$ cat config.mk
export PLATFORM = sky130hd
export DESIGN_NAME = mem_bus_arbiter
export DESIGN_NICKNAME = d
export VERILOG_FILES = /design/src/rtl/mem_bus_pkg.sv /design/src/rtl/mem_bus_arbiter_rr_pick.sv /design/src/rtl/mem_bus_arbiter.sv
export SDC_FILE = /design/constraint.sdc
export NUM_CORES = 1
export LEC_CHECK = 0
export ABC_CLOCK_PERIOD_IN_PS = 1900
export CAP_MARGIN = 10
export CORE_MARGIN = 5
export CORE_UTILIZATION = 38
export CTS_CLUSTER_SIZE = 10
export DETAILED_ROUTE_END_ITERATION = 12
export PLACE_DENSITY = 0.75
export RECOVER_POWER = 100
export SYNTH_ARGS = -nofsm -noshare
export SYNTH_HDL_FRONTEND = slang
export SYNTH_SLANG_ARGS = --single-unit
$ cat constraint.sdc
create_clock -name clk -period 1.9 [get_ports clk]
set_input_delay 0.38 -clock clk [delete_from_list [all_inputs] [get_ports clk]]
set_output_delay 0.38 -clock clk [all_outputs]
set_load 0.02 [all_outputs]
$ cat src/rtl/mem_bus_pkg.sv
// mem_bus_pkg: shared state encoding, bus widths and default error data for the memory bus arbiter
package mem_bus_pkg;
  typedef enum logic [1:0] {
    ST_IDLE = 2'd0,
    ST_BUSY = 2'd1,
    ST_DONE = 2'd2
  } state_t;
  localparam int ADDR_W = 32;
  localparam int DATA_W = 32;
  localparam logic [DATA_W-1:0] DEF_ERR_DATA = 32'hDEADBEEF;
endpackage

$ cat src/rtl/mem_bus_arbiter_rr_pick.sv
// rr_pick: combinational round-robin selector, first set req bit after last (modulo N)
module rr_pick #(
  parameter int N = 2,
  parameter int IDX_W = 1
) (
  input  logic [N-1:0]     req,
  input  logic [IDX_W-1:0] last,
  output logic             valid,
  output logic [IDX_W-1:0] idx
);
  assign valid = |req;
  always_comb begin
    idx = '0;
    for (int i = N; i >= 1; i--) begin
      int c;
      c = (int'(last) + i) % N;
      idx = req[c[IDX_W-1:0]] ? c[IDX_W-1:0] : idx;
    end
  end
endmodule

$ cat src/rtl/mem_bus_arbiter.sv
// mem_bus_arbiter: round-robin arbiter and single-transaction sequencer for the shared memory port
module mem_bus_arbiter
  import mem_bus_pkg::*;
#(
  parameter int NUM_MASTERS = 2,
  parameter int IDX_W = 1,
  parameter int TIMEOUT_CYCLES = 255,
  parameter logic [DATA_W-1:0] ERR_DATA = DEF_ERR_DATA
) (
  input  logic                          clk,
  input  logic                          rst_n,
  input  logic [NUM_MASTERS-1:0]        m_req,
  input  logic [NUM_MASTERS-1:0]        m_we,
  input  logic [NUM_MASTERS*ADDR_W-1:0] m_addr,
  input  logic [NUM_MASTERS*DATA_W-1:0] m_wdata,
  output logic [NUM_MASTERS-1:0]        m_ack,
  output logic                          m_err,
  output logic [DATA_W-1:0]             m_rdata,
  output logic [ADDR_W-1:0]             mem_addr,
  output logic [DATA_W-1:0]             mem_wdata,
  output logic                          mem_read,
  output logic                          mem_write,
  input  logic                          mem_ready,
  input  logic [DATA_W-1:0]             mem_rdata,
  output logic [IDX_W-1:0]              grant_idx,
  output logic                          busy
);
  state_t state;
  logic [IDX_W-1:0] rr_last, win;
  logic valid, sel_we, time_up;
  logic [ADDR_W-1:0] sel_addr;
  logic [DATA_W-1:0] sel_wdata;
  logic [31:0] cnt;
  logic [NUM_MASTERS-1:0] ack_vec;
  rr_pick #(.N(NUM_MASTERS), .IDX_W(IDX_W)) u_pick (
    .req(m_req),
    .last(rr_last),
    .valid(valid),
    .idx(win)
  );
  assign time_up = TIMEOUT_CYCLES != 0 && cnt == 32'(TIMEOUT_CYCLES - 1);
  always_comb begin
    sel_addr = '0;
    sel_wdata = '0;
    sel_we = 1'b0;
    ack_vec = '0;
    for (int i = 0; i < NUM_MASTERS; i++) begin
      sel_addr = IDX_W'(i) == win ? m_addr[ADDR_W*i +: ADDR_W] : sel_addr;
      sel_wdata = IDX_W'(i) == win ? m_wdata[DATA_W*i +: DATA_W] : sel_wdata;
      sel_we = IDX_W'(i) == win ? m_we[i] : sel_we;
      ack_vec[i] = IDX_W'(i) == grant_idx;
    end
  end
  always_ff @(posedge clk or negedge rst_n) begin
    if (!rst_n) begin
      state <= ST_IDLE;
      m_ack <= '0;
      m_err <= 1'b0;
      m_rdata <= '0;
      mem_addr <= '0;
      mem_wdata <= '0;
      mem_read <= 1'b0;
      mem_write <= 1'b0;
      grant_idx <= '0;
      busy <= 1'b0;
      rr_last <= IDX_W'(NUM_MASTERS - 1);
      cnt <= '0;
    end else begin
      case (state)
        ST_IDLE: if (valid) begin
          state <= ST_BUSY;
          mem_addr <= sel_addr;
          mem_wdata <= sel_wdata;
          mem_read <= !sel_we;
          mem_write <= sel_we;
          grant_idx <= win;
          rr_last <= win;
          busy <= 1'b1;
        end
        ST_BUSY: begin
          cnt <= mem_ready ? cnt : cnt + 32'd1;
          if (mem_ready || time_up) begin
            state <= ST_DONE;
            mem_read <= 1'b0;
            mem_write <= 1'b0;
            m_ack <= ack_vec;
            m_err <= !mem_ready;
            m_rdata <= mem_ready ? mem_rdata : ERR_DATA;
          end
        end
        ST_DONE: begin
          state <= ST_IDLE;
          m_ack <= '0;
          m_err <= 1'b0;
          cnt <= '0;
          busy <= 1'b0;
        end
        default: state <= ST_IDLE;
      endcase
    end
  end
endmodule

Word-level counts from Yosys, hierarchy flattened
Index checks and enable logic that the tools add are counted.

cells by class
  order comparisons = 2
  equal/unequal tests = 6
  bitwise operators = 1
  add/sub/neg operators = 3
  muxes and demuxes = 26
  reductions and logical operators = 15

operators by type and width
  operator               number
  $mux 32                4
  $pmux 32 s2            1
  $add 32x1->32 const B  1
  $eq 32x8->1 const B    1
  $mux 1                 12
  $reduce_and 2->1       6
  $pmux 1 s2             4
  $pmux 2 s2             2
  $mux 2                 3
  $reduce_bool 2->1      3
  $lt 1x2->1 const B     2
  $ne 2x2->1 const B     2
  $reduce_and 3->1       1
  $add 1x1->1 const B    2
  $eq 2x1->1 const B     1
  $eq 2x2->1 const B     1
  $logic_not 1->1        2
  $logic_not 2->1        1
  $ne 2x1->1 const B     1
  $reduce_or 2->1        1
  $logic_or 1x1->1       1
  $not 1->1              1

word-level totals
  bits in registers = 138
  output and inout port bits = 103
  input port bits = 167
  word-level logic and storage cells = 65

Longest topological paths before layout
  word-level depth = 9
  gate-level depth with buffers = 9
  depth with buffers taken out = 7

Hierarchy
From an unflattened synthesis, not the netlist that was laid out.

second synthesis, totals
  cells, all modules = 672
  area, all modules = 6717.7 sq um

modules (own cells, without submodules)
  module           area an instance (sq um)  cells each  instances  sequential area each (sq um)
  mem_bus_arbiter  6703.9                    670         1          3454.6
  rr_pick          13.8                      2           1          0.0

Least setup slack after synthesis
OpenSTA, ideal clock, no wires.

  kind = reg2reg
  start = register cnt[0]
  end = register m_rdata[10]
  library setup time = 0.121 ns
  arrival time = 1.865 ns
  required time = 1.779 ns
  setup slack = -0.086 ns
  path buffers = 2
  stages on the path, launching flop included = 10
  clock period less this slack = 1.986 ns
  cell sequence = dfrtp_1 > inv_1 > ha_1 > and4b_1 > and4b_1 > buf_2 > o21ai_2 > inv_2 > buf_2 > o22a_1

between the ends
  word-level cells in the longest chain between the ends = 3

ends and longest elaborated chain
  what                               line                   RTL
  start, declared                    mem_bus_arbiter.sv:33  logic [31:0] cnt;
  start signal, assigned             mem_bus_arbiter.sv:81  cnt <= mem_ready ? cnt : cnt + 32'd1;
  $eq 32x8->1                        mem_bus_arbiter.sv:41  assign time_up = TIMEOUT_CYCLES != 0 && cnt == 32'(TIMEOUT_CYCLES - 1);
  $logic_or 1x1->1                   mem_bus_arbiter.sv:82  if (mem_ready || time_up) begin
  $reduce_and 2->1 (no source line)  --
  end signal, assigned               mem_bus_arbiter.sv:88  m_rdata <= mem_ready ? mem_rdata : ERR_DATA;
  end, declared                      mem_bus_arbiter.sv:18  output logic [DATA_W-1:0] m_rdata,

Every way passes these cells.
A chain may end at the register's enable or synchronous reset.

Worst setup path in the final report
  start = register cnt[3]
  end = register cnt[27]

between the ends
  word-level cells in the longest chain between the ends = 3

ends and longest elaborated chain
  what           line                   RTL
  $add 32x1->32  mem_bus_arbiter.sv:81
  $mux 32        mem_bus_arbiter.sv:81
  $pmux 32 s2    mem_bus_arbiter.sv:69  case (state)

Every way passes these cells. The select of a mux whose other input is x is not followed.

==> run summary <==
Max Clk Rate - 0.529 GHz
worst-case setup margin in the final layout - 8.44 ps
Setup violations, final - 0
all-layer global routing usage - 21.3%
hold violation total from the final report - 0
kind of end point of the critical path - flop
worst setup slack before clock tree synthesis - -337 ps
Synth top area share - 55.3%
synthesized netlist net count - 751
Min Hold Slack - 474 ps
number of search-and-repair iterations in the first detailed-routing pass - 4
category of cells accounting for the largest share of critical-path delay - simple AND/OR/NAND/NOR gates
Avg Cell Area, Syn - 10.6 um2
peak ir drop on the vdd network - 0.699 mV
count of antenna diodes in the layout - 0
number of synthesized flops with an enable pin - 0
total count of max-transition violations in the final report - 0
register-to-register path setup slack - 8 ps
clock-pin slew of the registers on the worst-case setup and hold paths - 60 ps
Via Count - 5,582
Max Root-Sink Buffers - 2
synthesis warning total - 0
Seq cells post-synth - 138
Power Density - 1430 nW/um2
max-capacitance violation count - 0
die area - 19,000 um2
source-to-sink clock delay at the later pin of the worst-skew pair - 420 ps
flip-flop cell with the highest count after synthesis - dfrtp_1
worst-path maximum fanout - 6
clock tree sinks - 138
leading post-synthesis cells by cell area - dfrtp_1 (55%), mux2i_1 (13%), o21ai_0 (6.2%), nand2_1 (6.1%), o22a_1 (3.4%)
number of antenna violations at the first check in global routing - 1
IO Port Bufs - 269
DPL Wire Length - 15,600 um
die outline width - 138 um
final routed DRC violation total - 0
synthesized netlist cell count - 582
maximum number of pins on one net before global-route repair - 47
number of top-level pins - 270
required time of the worst setup path - 2190 ps
worst hold path class - reg2reg
Post-synth top cells - dfrtp_1 (137), nand2_1 (101), mux2i_1 (78), o21ai_0 (77), o22a_1 (24)
number of distinct library cells after synthesis - 44
cell with the most instances after synthesis - dfrtp_1
Cell Chain, Critical Path - nand3_2 > or4_4 > or3b_4 > o211ai_2 > o31ai_1
core area - 15,900 um2
number of buffers inserted during clock tree synthesis - 17
setup repair after global routing missed its margin - yes
wire length per cell after detailed routing - 18.0 um
Chip Height - 138 um
number of buffer and inverter instances along the worst setup path - 0
startpoint kind of the worst setup timing path - flop
Period minus WS final - 1890 ps
htree depth - 4
critical path type - reg2reg
layout cell share with drive strength beyond 1 - 12.6%
number of nets in the layout - 1,064
layout-stage area growth over the synthesis result - 64.1%
highest cell delay on the worst timing path - 580 ps
CTS tree - yes
vias in the first global route - 5,735
worst setup skew after layout - 7.87 ps
share of the cycle needed by the critical path after routing - 99.6%
number of routed nets with antenna violations - 0
status - finished clean
total standard cell area after synthesis - 6190 um2
transition time at the pin with the least slew margin - 809 ps
Filler cells - 1,281
global-route wire length before repair - 30,600 um
fraction of the yosys area taken by sequential cells - 55.8%
Static Leak - 4.49 nW
WP data arrival - 2180 ps
starting utilization of the core area - 38.9%
overall routed net length - 20,200 um
root buf cell - clkbuf_16
number of core rows - 46
Starting DRT DRC Count - 290
total global routing overflow - 0
ratio of routed vias to standard cells - 4.98
most area-hungry cell type in the Yosys netlist - dfrtp_1
fraction of synthesis flops using an asynchronous set or reset pin - 100%
Final Wtd Congestion - 0.834
cell type of the slowest stage on the worst timing path - or4_4
worst relative slew slack - 46.1%
## path summary, 6_finish.rpt
path | start | to | cells after the start
max in group asynchronous | rst_n | mem_read | 3
min reg2reg | mem_addr[0] | mem_addr[0] | 2
max | cnt[3] | cnt[27] | 5
min in group asynchronous | rst_n | m_ack[1] | 2
min | mem_addr[0] | mem_addr[0] | 2
max reg2reg | cnt[3] | cnt[27] | 5
## sequential cells by signal (all words and copies together), names as in the netlist
signal	count
cnt	32
m_rdata	32
mem_addr	32
mem_wdata	32
m_ack	2
state	2
busy	1
grant_idx	1
m_err	1
mem_read	1
mem_write	1
rr_last	1
## routing by layer
| metal | wire length (um) | track usage (%) | up-vias |
|---|---|---|---|
| li1 | - | - | 2699 |
| met1 | 7790 | 26.1 | 2652 |
| met2 | 10500 | 35.5 | 180 |
| met3 | 1270 | 6.28 | 49 |
| met4 | 598 | 7.98 | 2 |
| met5 | 11 | 0 | - |
## report_power, final
group	switching (mW)	total (mW)	internal [mW]
clock	1.19	2.95	1.76
combinational	3.59	6.84	3.25
sequential	0.691	4.78	4.09
## placed cells by master (no fill, tap or decap), drive strengths merged, types with 2 or more instances in the layout
| master | instances |
|---|---|
| clkdlybuf4s50 | 264 |
| dfrtp | 137 |
| nand2 | 101 |
| mux2i | 78 |
| o21ai | 78 |
| buf | 56 |
| clkbuf | 25 |
| o22a | 24 |
| nor2 | 19 |
| nand3 | 15 |
| a22o | 10 |
| nand4 | 9 |
| clkinv | 7 |
| and3 | 7 |
| nor4 | 7 |
| nand2b | 6 |
| and2 | 5 |
| o211ai | 5 |
| a31oi | 4 |
| o31ai | 4 |
| xor2 | 4 |
| inv | 4 |
| nor3 | 4 |
| a21oi | 3 |
| xnor2 | 3 |
| nor2b | 3 |
| clkinvlp | 2 |
| dlygate4sd3 | 2 |
| dlymetal6s2s | 2 |
| and4b | 2 |
| ha | 2 |
## cell type report
type / count / area, um2 / share of cell area [%]
Sequential cell: 138 / 3450 / 34.0
Inverter: 4 / 22.5 / 0.222
Multi-Input combinational cell: 404 / 2660 / 26.2
Clock buffer: 20 / 437 / 4.29
Clock inverter: 10 / 80.1 / 0.788
Timing Repair Buffer: 330 / 3240 / 31.9
Tap cell: 216 / 270 / 2.66
## stage by stage
step / power [mW] / TNS (ps) / util (%) / instance area (um2) / cells
after floorplan: 7.97 / 0 / - / 6220 / 582
after global placement: 11.6 / -2690 / 60.1 / 9580 / 1088
after detailed placement: 11.7 / -3370 / 60.1 / 9580 / 1088
after CTS: 14.7 / 0 / 63.4 / 10100 / 1119
after global routing: 15.4 / -2170 / 63.8 / 10200 / 1122
final: 14.6 / 0 / 63.8 / 10200 / 1122
## kinds of logic after synthesis
family / after synthesis / share of synthesized area, %
AO/OA/AOI/OAI: 131 / 13.4
XOR/XNOR: 7 / 0.990
adder cells (fa/ha/maj): 2 / 0.404
buffers and inverters: 40 / 2.61
flip-flops: 138 / 55.8
multiplexers: 79 / 12.8
AND/OR/NAND/NOR: 185 / 14.0
## tightest hold or removal path: cells and delay by family (launching register included)
kind / cells / cell delay, ps
and+or+nand+nor: 1 / 40
AOI/OAI and AO/OA: 1 / 60
DFF: 1 / 340
## repair_timing
item,CTS,global route
setup endpoints to repair,5,48
cloned,0,0
setup buffers,0,3
hold buffers,1,0
resized for setup,3,20
endpoints found under the hold margin,28,0
pin swaps,0,5
Note: power is estimated with default switching activity, not from simulation.
==> variant 1, RTL diff (config.mk and constraints unchanged) <==
Set the parameter `NUM_MASTERS` to 4 (it was 2).
--- a/src/rtl/mem_bus_arbiter.sv
+++ b/src/rtl/mem_bus_arbiter.sv
@@ -2,7 +2,7 @@
 module mem_bus_arbiter
   import mem_bus_pkg::*;
 #(
-  parameter int NUM_MASTERS = 2,
+  parameter int NUM_MASTERS = 4,
   parameter int IDX_W = 1,
   parameter int TIMEOUT_CYCLES = 255,
   parameter logic [DATA_W-1:0] ERR_DATA = DEF_ERR_DATA
Interface: changed (5 resized); port bits go from 270 to 404. The function was not compared with the original's and may differ.
==> variant 1 against the unedited design <==
- critical path depth decreased by 4
- die area is 7.0% higher
- wire length grew 9.3%
- sequential power grew 4%
- global-route usage increased by 0.21 points
- combinational power grew 12%
- count of clock-buffer cells in the layout up 3
- sequential cell count did not move
- setup slack better by 0.036 ns
- total power increased by 10%
- synthesized area up 7.5%
- design area up 6.3%
- non-clock buffer count is 23 higher
- critical path type is now reg2out
==> variant 1: results (changes against the unedited design) <==
Pwr
  – Combinational fraction of design power: 0.475 (+0.005)
  – Pleak: 0.00459 uW (+2.1%)
  – Worst vdd ir: 0.00102 V (+46%)

Placed design
  – Gp weighted congestion: 0.872 (+4.6%)
  – Port Buffers: 273 (+1.5%)
  – Place WS: -0.549 ns (-0.212 ns)
  – Area after DPL: 0.0101 sq mm (+5.6%)

Timing
  – Layout Skew: 0.0197 ns (+0.0118 ns)
  – Clock period minus worst slack: 1.86 ns (-0.0362 ns)

Critical path
  – Crit path DAT: 1.48 ns (-0.70 ns)
  – Setup crit end: mem_addr[9]
  – Worst reg2reg startpoint: cnt[0]
  – Crit path max-delay family: buffers and inverters
  – Worst R2R End: cnt[29]
  – Crit path launch: mem_addr[9]
  – R2r setup slk: 0.07 ns (+0.06 ns)

Clocking
  – Cts repair resizes: 10 (+7)

GRT
  – Pin count of the biggest net entering global routing: 59 (+26%)
  – Grt met2 use: 0.361 (+0.00527)
  – Initial antenna violation count: 0 (-1)
  – GRT Overall Usage: 0.215 (+0.00210)
  – Met1 usage: 0.270 (+0.00879)
  – M3 GR Usage: 0.0665 (+0.00371)

Hold path
  – Hold Path Depth: 1 (-1)
  – Hold Startpoint: cnt[7]

Drt
  – Met3 Wirelength: 1.69 mm (+33%)
  – Vias per cell: 5.21 (+4.8%)
  – Final WL: 22.1 mm (+9.3%)

Finish
  – Net count, final: 1297 (+22%)

Yosys
  – Commonest cells in the netlist: 137 x dfrtp_1, 99 x a21oi_1, 99 x nor2_1
  – Post-Syn Nets: 972 (+29%)

Outcome
  – Status: finished, final reports clean
[variant 1: changes by cell type after synthesis, moves of 4 or more]
cell	delta
a21oi_1	+96
nor2_1	+80
nand2_1	-71
o21ai_0	-60
o22a_1	-24
o22ai_1	+24
nand4_1	+11
a22o_1	-10
a22oi_1	+10
clkbuf_1	+7
and4_1	+6
mux2i_1	+5
a31oi_1	-4
[variant 1: cell type report]
type	count	area [sq um]	area share
clock buffers	23	478	0.0442
clock inverters	7	139	0.0128
inverters	4	15.0	0.00139
multi-input cells	482	3070	0.284
flip-flops and latches	138	3460	0.320
well taps	225	282	0.0260
repair buffers	353	3370	0.312
[variant 1: kinds of logic (layout without fill, tap and decap cells)]
group | after synthesis | in the layout
muxes | 86 | 86
xor gates and xnor gates | 4 | 4
DFF | 138 | 138
and+or+nand+nor | 217 | 218
buffers and inverters | 52 | 387
adders and majority gates | 2 | 2
AOI/OAI and AO/OA | 172 | 172
==> variant 2, RTL diff (config.mk and constraints unchanged) <==
Without the edit above. Re-encode `state_t` (3 states) as one-hot, 3 bits wide.
--- a/src/rtl/mem_bus_pkg.sv
+++ b/src/rtl/mem_bus_pkg.sv
@@ -1,9 +1,9 @@
 // mem_bus_pkg: shared state encoding, bus widths and default error data for the memory bus arbiter
 package mem_bus_pkg;
-  typedef enum logic [1:0] {
-    ST_IDLE = 2'd0,
-    ST_BUSY = 2'd1,
-    ST_DONE = 2'd2
+  typedef enum logic [2:0] {
+    ST_IDLE = 3'b001,
+    ST_BUSY = 3'b010,
+    ST_DONE = 3'b100
   } state_t;
   localparam int ADDR_W = 32;
   localparam int DATA_W = 32;
Function: no difference found for any inputs over 4 cycles, from zero or initial values and one cycle with rst_n low; so few cycles prove little.
==> variant 2 against the unedited design <==
- cell count grew 2.0%
- setup slack better by 0.024 ns
- critical path depth increased by 2
- combinational power rose by 9.1%
- wire length down 3.1%
- design area is 2.9% higher
- clock power increased by 11%
- maximum frequency grew 1.3%
- sequential share of layout area is 0.69 points lower
- synthesized area increased by 1.8%
- hold slack better by 0.0026 ns
- sequential cell count up 1
- utilization about the same
- total power increased by 8.1%
- largest cell class unchanged
- highest routed layer is now met4
==> variant 2: results (changes against the unedited design) <==
Outcome
  – Status: finished, final reports clean

Clocking
  – CTS Buf Count: 17 (unchanged)
  – CTS clk-pin slew, worst paths: 0.07 ns
  – Clk Latency, worst-skew pair: ~0.43 ns
  – Root buffer cell: clkbuf_16
  – H-tree levels: 4 (unchanged)

Critical path
  – Crit path launch: cnt[17]
  – Worst R2R End: m_rdata[5]
  – CP max FO: 24 (+18)
  – Crit path DAT: 2.23 ns (+0.05 ns)
  – Max incr delay on CP: 0.46 ns (-0.12 ns)
  – CP max-delay cell: dfrtp_1
  – Crit path max-delay family: simple AND/OR/NAND/NOR gates
  – FF-to-FF path depth: 7 (+2)

Hold path
  – Hold Path Depth: 2 (unchanged)
  – Hold Startpoint: mem_addr[7]
  – Hold Path End: mem_addr[7]
  – Min-Delay Path Class: reg2reg

GRT
  – First-pass GRT wire length: 30.7 mm (+0.36%)
  – Initial antenna violation count: 0 (-1)
  – Pin count of the biggest net entering global routing: 57 (+21%)
  – GRT Overall Usage: 0.202 (-0.0114)

Yosys
  – Synth top area cells: dfrtp_1 54%, mux2i_1 11%, o21ai_1 5.4%
  – Post-Syn Nets: 763 (+1.6%)
  – EDFF count, synth: 0 (unchanged)
  – Syn avg cell area: 10.6 sq um (-0.24%)
  – Commonest cells in the netlist: 137 x dfrtp_1, 86 x nand2_1, 68 x mux2i_1, 68 x o21ai_1, 40 x nor2_1
  – Post-synthesis sequential area ratio: 0.552 (-0.00579)
  – Async SR Flop Fraction: 1.00 (unchanged)
  – Synth unique cells: 48 (+9.1%)
  – Yosys warning count: 0 (unchanged)

Pwr
  – Net Switching: 5900 uW (+8.0%)
  – Pleak: 0.00449 uW (about the same)
  – P per Cell Area: 1510 mW/mm^2 (+5.1%)
  – Worst vdd ir: 0.000920 V (+32%)
  – Seq pwr: 5030 uW (+5.2%)
  – Clock Power: 3260 uW (+11%)

Finish
  – Antenna cells: 0 (unchanged)
  – Share of layout cells above drive strength 1: 0.127 (+0.000796)
  – Number of fill cells: 1322 (+3.2%)

Timing
  – Fmax: 535 MHz (+1.3%)
  – Layout Skew: 0.0125 ns (+0.00458 ns)
  – Hold Slack: 0.476 ns (+0.00255 ns)
  – Worst rel slew slack: 0.291 (-0.170)

Placed design
  – Place WS: -0.362 ns (-0.0246 ns)
  – Placed Instances: 1109 (+1.9%)
  – Port Buffers: 269 (unchanged)
  – Detail Placement HPWL: 15.0 mm (-3.8%)
  – Gp weighted congestion: 0.816 (-2.1%)

Drt
  – Vias per cell: 4.86 (-2.4%)
  – DRT Pass-1 Iters: 4 (unchanged)
  – Final WL: 19.6 mm (-3.1%)
  – DRT iter0 DRCs: 214 (-26%)
  – Via count: 5557 (-0.45%)
variant 2: area by class of cell:
cell class | count | area (sq um) | area share
sequential | 139 | 3480 | 0.333
inverter | 9 | 33.8 | 0.00323
multi-input combinational | 412 | 2770 | 0.265
clock inverter | 15 | 151 | 0.0145
timing repair buffer | 332 | 3320 | 0.318
clock buffer | 17 | 425 | 0.0407
tap | 220 | 275 | 0.0263
variant 2: per-stage QoR:
stage	util	area, sq um	TNS (ns)
2_1_floorplan	-	6320	0
3_3_place_gp	0.598	9810	-5.08
3_5_place_dp	0.598	9810	-6.35
4_1_cts	0.634	10400	0
5_1_grt	0.637	10500	-2.19
6_report	0.637	10500	0
variant 2: tightest hold or removal path, delay by kind of cell (launching register included):
| kind | cells | cell delay, ns |
|---|---|---|
| AOI/OAI and AO/OA | 1 | 0.06 |
| DFF | 1 | 0.34 |
| and+or+nand+nor | 1 | 0.04 |
variant 2: layer usage:
metal / up-vias / track usage / share of wire
met5: - / 0 / 0
met4: 0 / 0.0597 / 0.014
met3: 19 / 0.0648 / 0.067
met2: 158 / 0.352 / 0.53
met1: 2645 / 0.239 / 0.39
li1: 2735 / - / -
variant 2: worst max path at each step:
stage / end / depth (start not counted)
floorplan: cnt[26] / 6
global placement: cnt[30] / 6
finish: m_rdata[5] / 7
detailed placement: cnt[30] / 6
CTS: m_rdata[5] / 7
global route: m_rdata[5] / 9
variant 2: cells by family after synthesis:
group / synth area share
flip-flops: 0.552
AND/OR/NAND/NOR: 0.151
adder cells (fa/ha/maj): 0.00397
XOR/XNOR: 0.0361
AO/OA/AOI/OAI: 0.121
multiplexers: 0.108
buffers and inverters: 0.0282
variant 2: timing repair:
item,in CTS,in global routing
hold endpoints to repair,34,0
buffers inserted,0,2
gates resized for setup,2,12
hold buffers,1,0
pin swaps,1,6
endpoints found under the setup margin,32,44
